## src/rtl/lsu_pkg.sv

```systemverilog
// Shared types for the load/store unit: access-size encodings, FSM states
// and the byte-lane mask helper used by the lane aligner.
package lsu_pkg;

  typedef enum logic [1:0] {
    SZ_BYTE = 2'b00,
    SZ_HALF = 2'b01,
    SZ_WORD = 2'b10,
    SZ_RSVD = 2'b11
  } size_e;

  typedef enum logic [2:0] {
    IDLE     = 3'd0,
    RD_ISSUE = 3'd1,
    RD_WAIT  = 3'd2,
    WR_ISSUE = 3'd3,
    RESP     = 3'd4
  } state_e;

  // Byte enables (little-endian) touched by an access of the given size.
  function automatic logic [3:0] lane_mask(input size_e size, input logic [1:0] addr_lo);
    case (size)
      SZ_BYTE: lane_mask = 4'b0001 << addr_lo;
      SZ_HALF: lane_mask = addr_lo[1] ? 4'b1100 : 4'b0011;
      default: lane_mask = 4'b1111;
    endcase
  endfunction

endpackage

```

## src/rtl/lsu_if.sv

```systemverilog
// Bus interfaces of the load/store unit: the execute-side request/response
// channel and the word-only data-memory channel.
interface lsu_req_if #(
  parameter int ADDR_W = 32,
  parameter int DATA_W = 32
);
  logic              req_valid;
  logic              req_ready;
  logic              req_we;
  logic [1:0]        req_size;
  logic              req_signed;
  logic [ADDR_W-1:0] req_addr;
  logic [DATA_W-1:0] req_wdata;
  logic              resp_valid;
  logic [DATA_W-1:0] resp_rdata;
  logic              resp_err;

  modport master (
    output req_valid, req_we, req_size, req_signed, req_addr, req_wdata,
    input  req_ready, resp_valid, resp_rdata, resp_err
  );

  modport slave (
    input  req_valid, req_we, req_size, req_signed, req_addr, req_wdata,
    output req_ready, resp_valid, resp_rdata, resp_err
  );
endinterface

interface lsu_mem_if #(
  parameter int ADDR_W = 32,
  parameter int DATA_W = 32
);
  logic              mem_read;
  logic              mem_write;
  logic [ADDR_W-1:0] mem_address;
  logic [DATA_W-1:0] mem_write_data;
  logic [DATA_W-1:0] mem_read_data;
  logic              mem_ready;

  modport master (
    output mem_read, mem_write, mem_address, mem_write_data,
    input  mem_read_data, mem_ready
  );

  modport slave (
    input  mem_read, mem_write, mem_address, mem_write_data,
    output mem_read_data, mem_ready
  );
endinterface

```

## src/rtl/lsu_lane_align.sv

```systemverilog
// Combinational lane handling for the load/store unit: extracts and
// sign/zero-extends a load from a memory word, and merges sub-word store
// data into a previously read word (read-modify-write).
module lsu_lane_align
  import lsu_pkg::*;
(
  input  size_e       size,
  input  logic        sign_ext,
  input  logic [1:0]  addr_lo,
  input  logic [31:0] rdata,
  input  logic [31:0] wdata,
  output logic [31:0] load_data,
  output logic [31:0] merged
);

  logic [31:0]        shifted;
  logic signed [7:0]  lo_byte;
  logic signed [15:0] lo_half;
  logic [31:0]        rep;
  logic [3:0]         mask;

  // Load path: shift the addressed lane(s) down to bit 0, then extend.
  always_comb begin
    shifted   = rdata >> {addr_lo, 3'b000};
    lo_byte   = shifted[7:0];
    lo_half   = shifted[15:0];
    load_data = rdata;
    case (size)
      SZ_BYTE: load_data = sign_ext ? {{24{lo_byte[7]}}, lo_byte} : {24'd0, lo_byte};
      SZ_HALF: load_data = sign_ext ? {{16{lo_half[15]}}, lo_half} : {16'd0, lo_half};
      default: load_data = rdata;
    endcase
  end

  // Store path: replicate store data across lanes, keep only addressed bytes.
  always_comb begin
    mask = lane_mask(size, addr_lo);
    case (size)
      SZ_BYTE: rep = {4{wdata[7:0]}};
      SZ_HALF: rep = {2{wdata[15:0]}};
      default: rep = wdata;
    endcase
    for (int i = 0; i < 4; i++) begin
      merged[i*8 +: 8] = mask[i] ? rep[i*8 +: 8] : rdata[i*8 +: 8];
    end
  end

endmodule

```

## src/rtl/load_store_unit.sv

```systemverilog
// Load/store unit: bridges one execute-stage request at a time onto a
// word-only data memory. Sub-word stores are done as read-modify-write.
// Optional feature: define LSU_MISALIGN_TRAP_EN to flag misaligned half/word
// accesses with resp_err instead of silently aligning them.
module load_store_unit
  import lsu_pkg::*;
#(
  parameter int ADDR_W = 32,
  parameter int DATA_W = 32
) (
  input  logic      clk,
  input  logic      reset_n,
  lsu_req_if.slave  req,
  lsu_mem_if.master mem
);

  state_e            state_q, state_d;
  logic [ADDR_W-1:0] addr_q, addr_n;
  size_e             size_q, size_n;
  logic              signed_q;
  logic              we_q;
  logic [DATA_W-1:0] wdata_q;
  logic [DATA_W-1:0] rdata_q;
  logic              err_n;
  logic              accept;
  logic [31:0]       load_ext;
  logic [31:0]       merged;
`ifdef LSU_MISALIGN_TRAP_EN
  logic              err_q;
`endif

  assign accept = req.req_valid && (state_q == IDLE);

  // Decode the incoming request: normalise size, then trap or align.
  always_comb begin
    size_n = (size_e'(req.req_size) == SZ_RSVD) ? SZ_WORD : size_e'(req.req_size);
    addr_n = req.req_addr;
    err_n  = 1'b0;
`ifdef LSU_MISALIGN_TRAP_EN
    err_n  = ((size_n == SZ_HALF) && req.req_addr[0]) ||
             ((size_n == SZ_WORD) && (req.req_addr[1:0] != 2'b00));
`else
    if (size_n == SZ_HALF) addr_n[0]   = 1'b0;
    if (size_n == SZ_WORD) addr_n[1:0] = 2'b00;
`endif
  end

  lsu_lane_align u_align (
    .size      (size_q),
    .sign_ext  (signed_q),
    .addr_lo   (addr_q[1:0]),
    .rdata     (mem.mem_read_data),
    .wdata     (wdata_q),
    .load_data (load_ext),
    .merged    (merged)
  );

  // State register.
  always_ff @(posedge clk or negedge reset_n) begin
    if (!reset_n) state_q <= IDLE;
    else          state_q <= state_d;
  end

  // Request latch on accept; read data captured in RD_WAIT into either the
  // load result or the merged RMW write word.
  always_ff @(posedge clk or negedge reset_n) begin
    if (!reset_n) begin
      addr_q   <= '0;
      size_q   <= SZ_BYTE;
      signed_q <= 1'b0;
      we_q     <= 1'b0;
      wdata_q  <= '0;
      rdata_q  <= '0;
`ifdef LSU_MISALIGN_TRAP_EN
      err_q    <= 1'b0;
`endif
    end else begin
      if (accept) begin
        addr_q   <= addr_n;
        size_q   <= size_n;
        signed_q <= req.req_signed;
        we_q     <= req.req_we;
        wdata_q  <= req.req_wdata;
        rdata_q  <= '0;
`ifdef LSU_MISALIGN_TRAP_EN
        err_q    <= err_n;
`endif
      end else if (state_q == RD_WAIT) begin
        if (we_q) wdata_q <= merged;
        else      rdata_q <= load_ext;
      end
    end
  end

  // Next-state and output decode.
  always_comb begin
    state_d            = state_q;
    req.req_ready      = 1'b0;
    req.resp_valid     = 1'b0;
    req.resp_rdata     = '0;
    req.resp_err       = 1'b0;
    mem.mem_read       = 1'b0;
    mem.mem_write      = 1'b0;
    mem.mem_address    = {addr_q[ADDR_W-1:2], 2'b00};
    mem.mem_write_data = wdata_q;
    case (state_q)
      IDLE: begin
        req.req_ready = 1'b1;
        if (req.req_valid) begin
          if (err_n)                                 state_d = RESP;
          else if (req.req_we && size_n == SZ_WORD)  state_d = WR_ISSUE;
          else                                       state_d = RD_ISSUE;
        end
      end
      RD_ISSUE: begin
        mem.mem_read = mem.mem_ready;
        if (mem.mem_ready) state_d = RD_WAIT;
      end
      RD_WAIT: state_d = we_q ? WR_ISSUE : RESP;
      WR_ISSUE: begin
        mem.mem_write = mem.mem_ready;
        if (mem.mem_ready) state_d = RESP;
      end
      RESP: begin
        req.resp_valid = 1'b1;
        req.resp_rdata = rdata_q;
`ifdef LSU_MISALIGN_TRAP_EN
        req.resp_err   = err_q;
`endif
        state_d        = IDLE;
      end
      default: state_d = IDLE;
    endcase
  end

endmodule
```

## src/flat_wrapper.sv

```systemverilog
// flat-port wrapper written by rule: the top's interface ports become plain ports
module load_store_unit_flat import lsu_pkg::*;
#(
  parameter int ADDR_W = 32,
  parameter int DATA_W = 32
)
  (clk, reset_n, req_req_valid, req_req_we, req_req_size, req_req_signed, req_req_addr, req_req_wdata, req_req_ready, req_resp_valid, req_resp_rdata, req_resp_err, mem_mem_read, mem_mem_write, mem_mem_address, mem_mem_write_data, mem_mem_read_data, mem_mem_ready);
  lsu_req_if #(.ADDR_W(ADDR_W), .DATA_W(DATA_W)) req_i ();
  lsu_mem_if #(.ADDR_W(ADDR_W), .DATA_W(DATA_W)) mem_i ();
  input  logic clk;
  input  logic reset_n;
  input wire logic [$bits(req_i.req_valid)-1:0] req_req_valid;
  input wire logic [$bits(req_i.req_we)-1:0] req_req_we;
  input wire logic [$bits(req_i.req_size)-1:0] req_req_size;
  input wire logic [$bits(req_i.req_signed)-1:0] req_req_signed;
  input wire logic [$bits(req_i.req_addr)-1:0] req_req_addr;
  input wire logic [$bits(req_i.req_wdata)-1:0] req_req_wdata;
  output wire logic [$bits(req_i.req_ready)-1:0] req_req_ready;
  output wire logic [$bits(req_i.resp_valid)-1:0] req_resp_valid;
  output wire logic [$bits(req_i.resp_rdata)-1:0] req_resp_rdata;
  output wire logic [$bits(req_i.resp_err)-1:0] req_resp_err;
  output wire logic [$bits(mem_i.mem_read)-1:0] mem_mem_read;
  output wire logic [$bits(mem_i.mem_write)-1:0] mem_mem_write;
  output wire logic [$bits(mem_i.mem_address)-1:0] mem_mem_address;
  output wire logic [$bits(mem_i.mem_write_data)-1:0] mem_mem_write_data;
  input wire logic [$bits(mem_i.mem_read_data)-1:0] mem_mem_read_data;
  input wire logic [$bits(mem_i.mem_ready)-1:0] mem_mem_ready;
  assign req_i.req_valid = req_req_valid;
  assign req_i.req_we = req_req_we;
  assign req_i.req_size = req_req_size;
  assign req_i.req_signed = req_req_signed;
  assign req_i.req_addr = req_req_addr;
  assign req_i.req_wdata = req_req_wdata;
  assign req_req_ready = req_i.req_ready;
  assign req_resp_valid = req_i.resp_valid;
  assign req_resp_rdata = req_i.resp_rdata;
  assign req_resp_err = req_i.resp_err;
  assign mem_mem_read = mem_i.mem_read;
  assign mem_mem_write = mem_i.mem_write;
  assign mem_mem_address = mem_i.mem_address;
  assign mem_mem_write_data = mem_i.mem_write_data;
  assign mem_i.mem_read_data = mem_mem_read_data;
  assign mem_i.mem_ready = mem_mem_ready;
  load_store_unit #(.ADDR_W(ADDR_W), .DATA_W(DATA_W)) u_core (.clk(clk), .reset_n(reset_n), .req(req_i), .mem(mem_i));
endmodule
```

## config.mk

```make
export PLATFORM = sky130hd
export DESIGN_NAME = load_store_unit_flat
export DESIGN_NICKNAME = d
export VERILOG_FILES = /design/src/rtl/lsu_pkg.sv /design/src/rtl/lsu_if.sv /design/src/rtl/lsu_lane_align.sv /design/src/rtl/load_store_unit.sv /design/src/flat_wrapper.sv
export SDC_FILE = /design/constraint.sdc
export NUM_CORES = 1
export LEC_CHECK = 0
export CAP_MARGIN = 20
export CORE_MARGIN = 2
export CORE_UTILIZATION = 44
export CTS_BUF_LIST = sky130_fd_sc_hd__clkbuf_16
export DETAILED_ROUTE_END_ITERATION = 12
export PLACE_DENSITY = 0.79
export SLEW_MARGIN = 15
export SYNTH_ARGS = -nofsm -noshare
export SYNTH_HDL_FRONTEND = slang
export SYNTH_SLANG_ARGS = --single-unit
```

## constraint.sdc

```tcl
create_clock -name clk -period 4.9 [get_ports clk]
set_input_delay 0.735 -clock clk [delete_from_list [all_inputs] [get_ports clk]]
set_output_delay 0.735 -clock clk [all_outputs]
set_load 0.05 [all_outputs]
```

==> key figures <==
Clock network
  • Worst-Skew Late Latency: 0.34 ns
  • Clock Root Buffer: clkbuf_16
  • CTS sink cnt: 103
  • CTS Hold Bufs: 0
  • CTS tree: done
  • TritonCTS Buffers: 9
  • Post-CTS Setup Bufs: 0
  • Clock buffer depth: 2
  • Htree depth: 3
  • Clk slew on worst S/H paths: 0.07 ns
  • CTS-repair resized insts: 0

Yosys
  • Leading post-synthesis cells by cell area: dfrtp_1 46%, nand2_1 8.4%, mux2i_1 5.3%, buf_4 4.5%, and2_1 4.2%
  • Synth Instances: 596
  • Area share of the largest cell type after synthesis: 45.8%
  • Top post-synthesis cells by count: 126 x nand2_1, 103 x dfrtp_1, 38 x and2_1
  • Cell taking the most area after synthesis: dfrtp_1
  • Part of the Yosys area used for sequential elements: 45.8%
  • FFs w/ async S/R, synth: 100%
  • Syn_area_per_cell: 9.45 sq um
  • Synth Cell Area: 5630 sq um
  • Flops & latches, synth: 103
  • Most common cell in the netlist: nand2_1
  • Prevailing post-synth register cell: dfrtp_1
  • Netlist cell types: 51
  • Post-synth EDFFs: 0
  • Yosys warns: 0

Floorplanning
  • Die X: 117 um
  • Die Ht: 117 um
  • Initial Util: 44.8%
  • Row cnt: 41
  • Die area: 13700 sq um
  • Io pins: 205
  • Core Area: 12600 sq um

Min path
  • Hold Path Class: input port to async pin

Finish
  • Filler cell count: 1077
  • Multi-input gate area: 2590 sq um
  • Share of cells above drive strength 1: 5.91%
  • Register area: 2580 sq um
  • Diode count: 0
  • Post-route cell area: 7770 sq um
  • Nets: 844
  • P&R area growth vs syn: 38.0%

Critical path
  • Max Fanout on Critical Path: 33
  • Startpoint types: flop
  • CP arrival: 2.53 ns
  • Critical Path RT: 4.16 ns
  • Crit path capture type: primary output
  • Critical path type: flop to primary output

Global route
  • GRT Total Usage: 26.5%
  • Largest net degree at the start of global routing: 53
  • Gr ovfl total: 0
  • Vias in the first global route: 4965
  • Initial antenna violation count: 0
  • First-pass GRT wire length: 27500 um

Drt
  • Initial drt markers: 448
  • Met3 wire length: 1460 um
  • DR WL/cell: 19.4 um
  • TritonRoute pass-1 iters: 5
  • Antenna Nets Post-Route: 0
  • Top sig layer: met4
  • Met2 wire length: 8620 um
  • Drt via density: 5.48
  • Vias: 5021
  • Met1 wire length: 7410 um
  • Final WL: 17800 um
  • # DRC: 0

Pwr
  • PD cells: 711 nW/um^2
  • P_leak: 3.40 nW
  • Peak supply drop: 324 uV

Placement
  • Placement Setup Slack: 1.80 ns
  • Gpl congestion: 0.941
  • Placed Area: 7460 sq um
  • Number of port buffers: 201
  • HPWL Detailed: 13300 um

Timing
  • Maximum clock rate: 306 MHz
  • Final hold violations: 0
  • Crit share post-route: 66.6%
  • Final setup vio count: 0
  • Setup slack after layout: 1.64 ns
  • Worst Skew: 0.00722 ns
  • Min Tclk post-route: 3.26 ns
  • RSZ-0062 raised after global routing: no
  • Final Slew Violations: 0
  • Setup_tns: 0 ns
  • Worst-margin pin slew: 1.01 ns
  • Worst relative slew slack: 32.7%

Outcome
  • Status: finished clean

Job
  • Max-capacitance violation count: 0
[per-stage QoR]
stage               cells  util, %  total power, W  hold slack (ns)
floorplan             598        -         0.00391            0.439
global placement      900     59.3         0.00468            0.457
detailed placement    901     59.4         0.00477            0.463
CTS                   916     61.8         0.00553            0.440
global route          916     61.9         0.00583            0.461
finish                916     61.9         0.00553            0.407
[cell type report]
| cell class | instances | share of cell area [%] |
|---|---|---|
| Multi-Input combinational cell | 414 | 33.4 |
| Sequential cell | 103 | 33.2 |
| Timing Repair Buffer | 208 | 26.6 |
| Clock buffer | 9 | 2.90 |
| Tap cell | 172 | 2.77 |
| Clock inverter | 6 | 0.998 |
| Inverter | 4 | 0.193 |
[routing by layer]
metal / track usage (%) / vias to the layer above
li1: - / 2329
met1: 35.4 / 2446
met2: 43.4 / 226
met3: 6.13 / 20
met4: 7.76 / 0
met5: 0 / -
[kinds of logic (layout without fill, tap and decap cells)]
kind of cell	after synthesis	after routing	share of synthesized area, %
other	1	3	0.0666
buffers and inverters	81	227	8.75
multiplexers	38	38	6.93
AO/OA/AOI/OAI	135	135	17.9
AND/OR/NAND/NOR	237	237	20.5
XOR/XNOR	1	1	0.156
flip-flops	103	103	45.8
[state kept, by name, summed over array words and instances (netlist names)]
name	count
u_core.size_q	2
u_core.we_q	1
u_core.signed_q	1
u_core.state_q	3
u_core.addr_q	32
u_core.mem.mem_write_data	32
u_core.rdata_q	32
[critical path: stages (launching register included)]
cell,delay (ns)
dfrtp_1,0.61
nor3b_2,0.27
buf_4,0.30
and2_1,0.19
clkdlybuf4s50_1,0.80
[final timing paths]
path	endpoint	slack, ns	depth (start not counted)	from
min	u_core.mem.mem_write_data[19]$_DFFE_PN0P_	0.41	1	reset_n
max in group asynchronous	u_core.addr_q[13]$_DFFE_PN0N_	3.38	2	reset_n
min in group clk	u_core.addr_q[2]$_DFFE_PN0N_	0.48	2	u_core.addr_q[2]$_DFFE_PN0N_
max	req_resp_rdata[10]	1.64	4	u_core.state_q[2]$_DFFE_PN0P_
min reg2reg	u_core.addr_q[2]$_DFFE_PN0N_	0.48	2	u_core.addr_q[2]$_DFFE_PN0N_
max reg2reg	u_core.mem.mem_write_data[31]$_DFFE_PN0P_	2.12	4	u_core.size_q[1]$_DFFE_PN0N_
[where the power goes]
group / internal (W) / switching [W]
registers: 0.00121 / 0.000384
clock network: 0.000440 / 0.000308
logic: 0.00116 / 0.00202
[cells in the final DEF, fill, tap and decap left out, types with 2 or more instances in the layout]
master,netlist,routed
a21oi_1,7,7
a221o_1,16,16
a221oi_1,2,2
a22o_1,6,6
a22oi_1,23,23
a311oi_1,8,8
and2_1,38,39
buf_4,34,7
bufinv_16,0,2
clkbuf_16,0,9
clkdlybuf4s50_1,0,200
clkinv_2,0,2
conb_1,1,3
dfrtp_1,103,103
inv_1,4,5
mux2_2,8,8
mux2i_1,30,30
nand2_1,126,125
nand2b_1,9,9
nand3_1,10,10
nand3b_1,2,2
nor2_1,26,25
nor2b_1,2,2
nor3_1,3,3
nor3b_1,10,9
nor4b_4,1,2
o21a_1,7,7
o21ai_0,25,25
o21ai_1,3,3
o22a_1,7,7
o22ai_1,8,8
o31ai_1,14,14
or2_2,3,3
No activity file was read; power rests on OpenSTA's default activity.
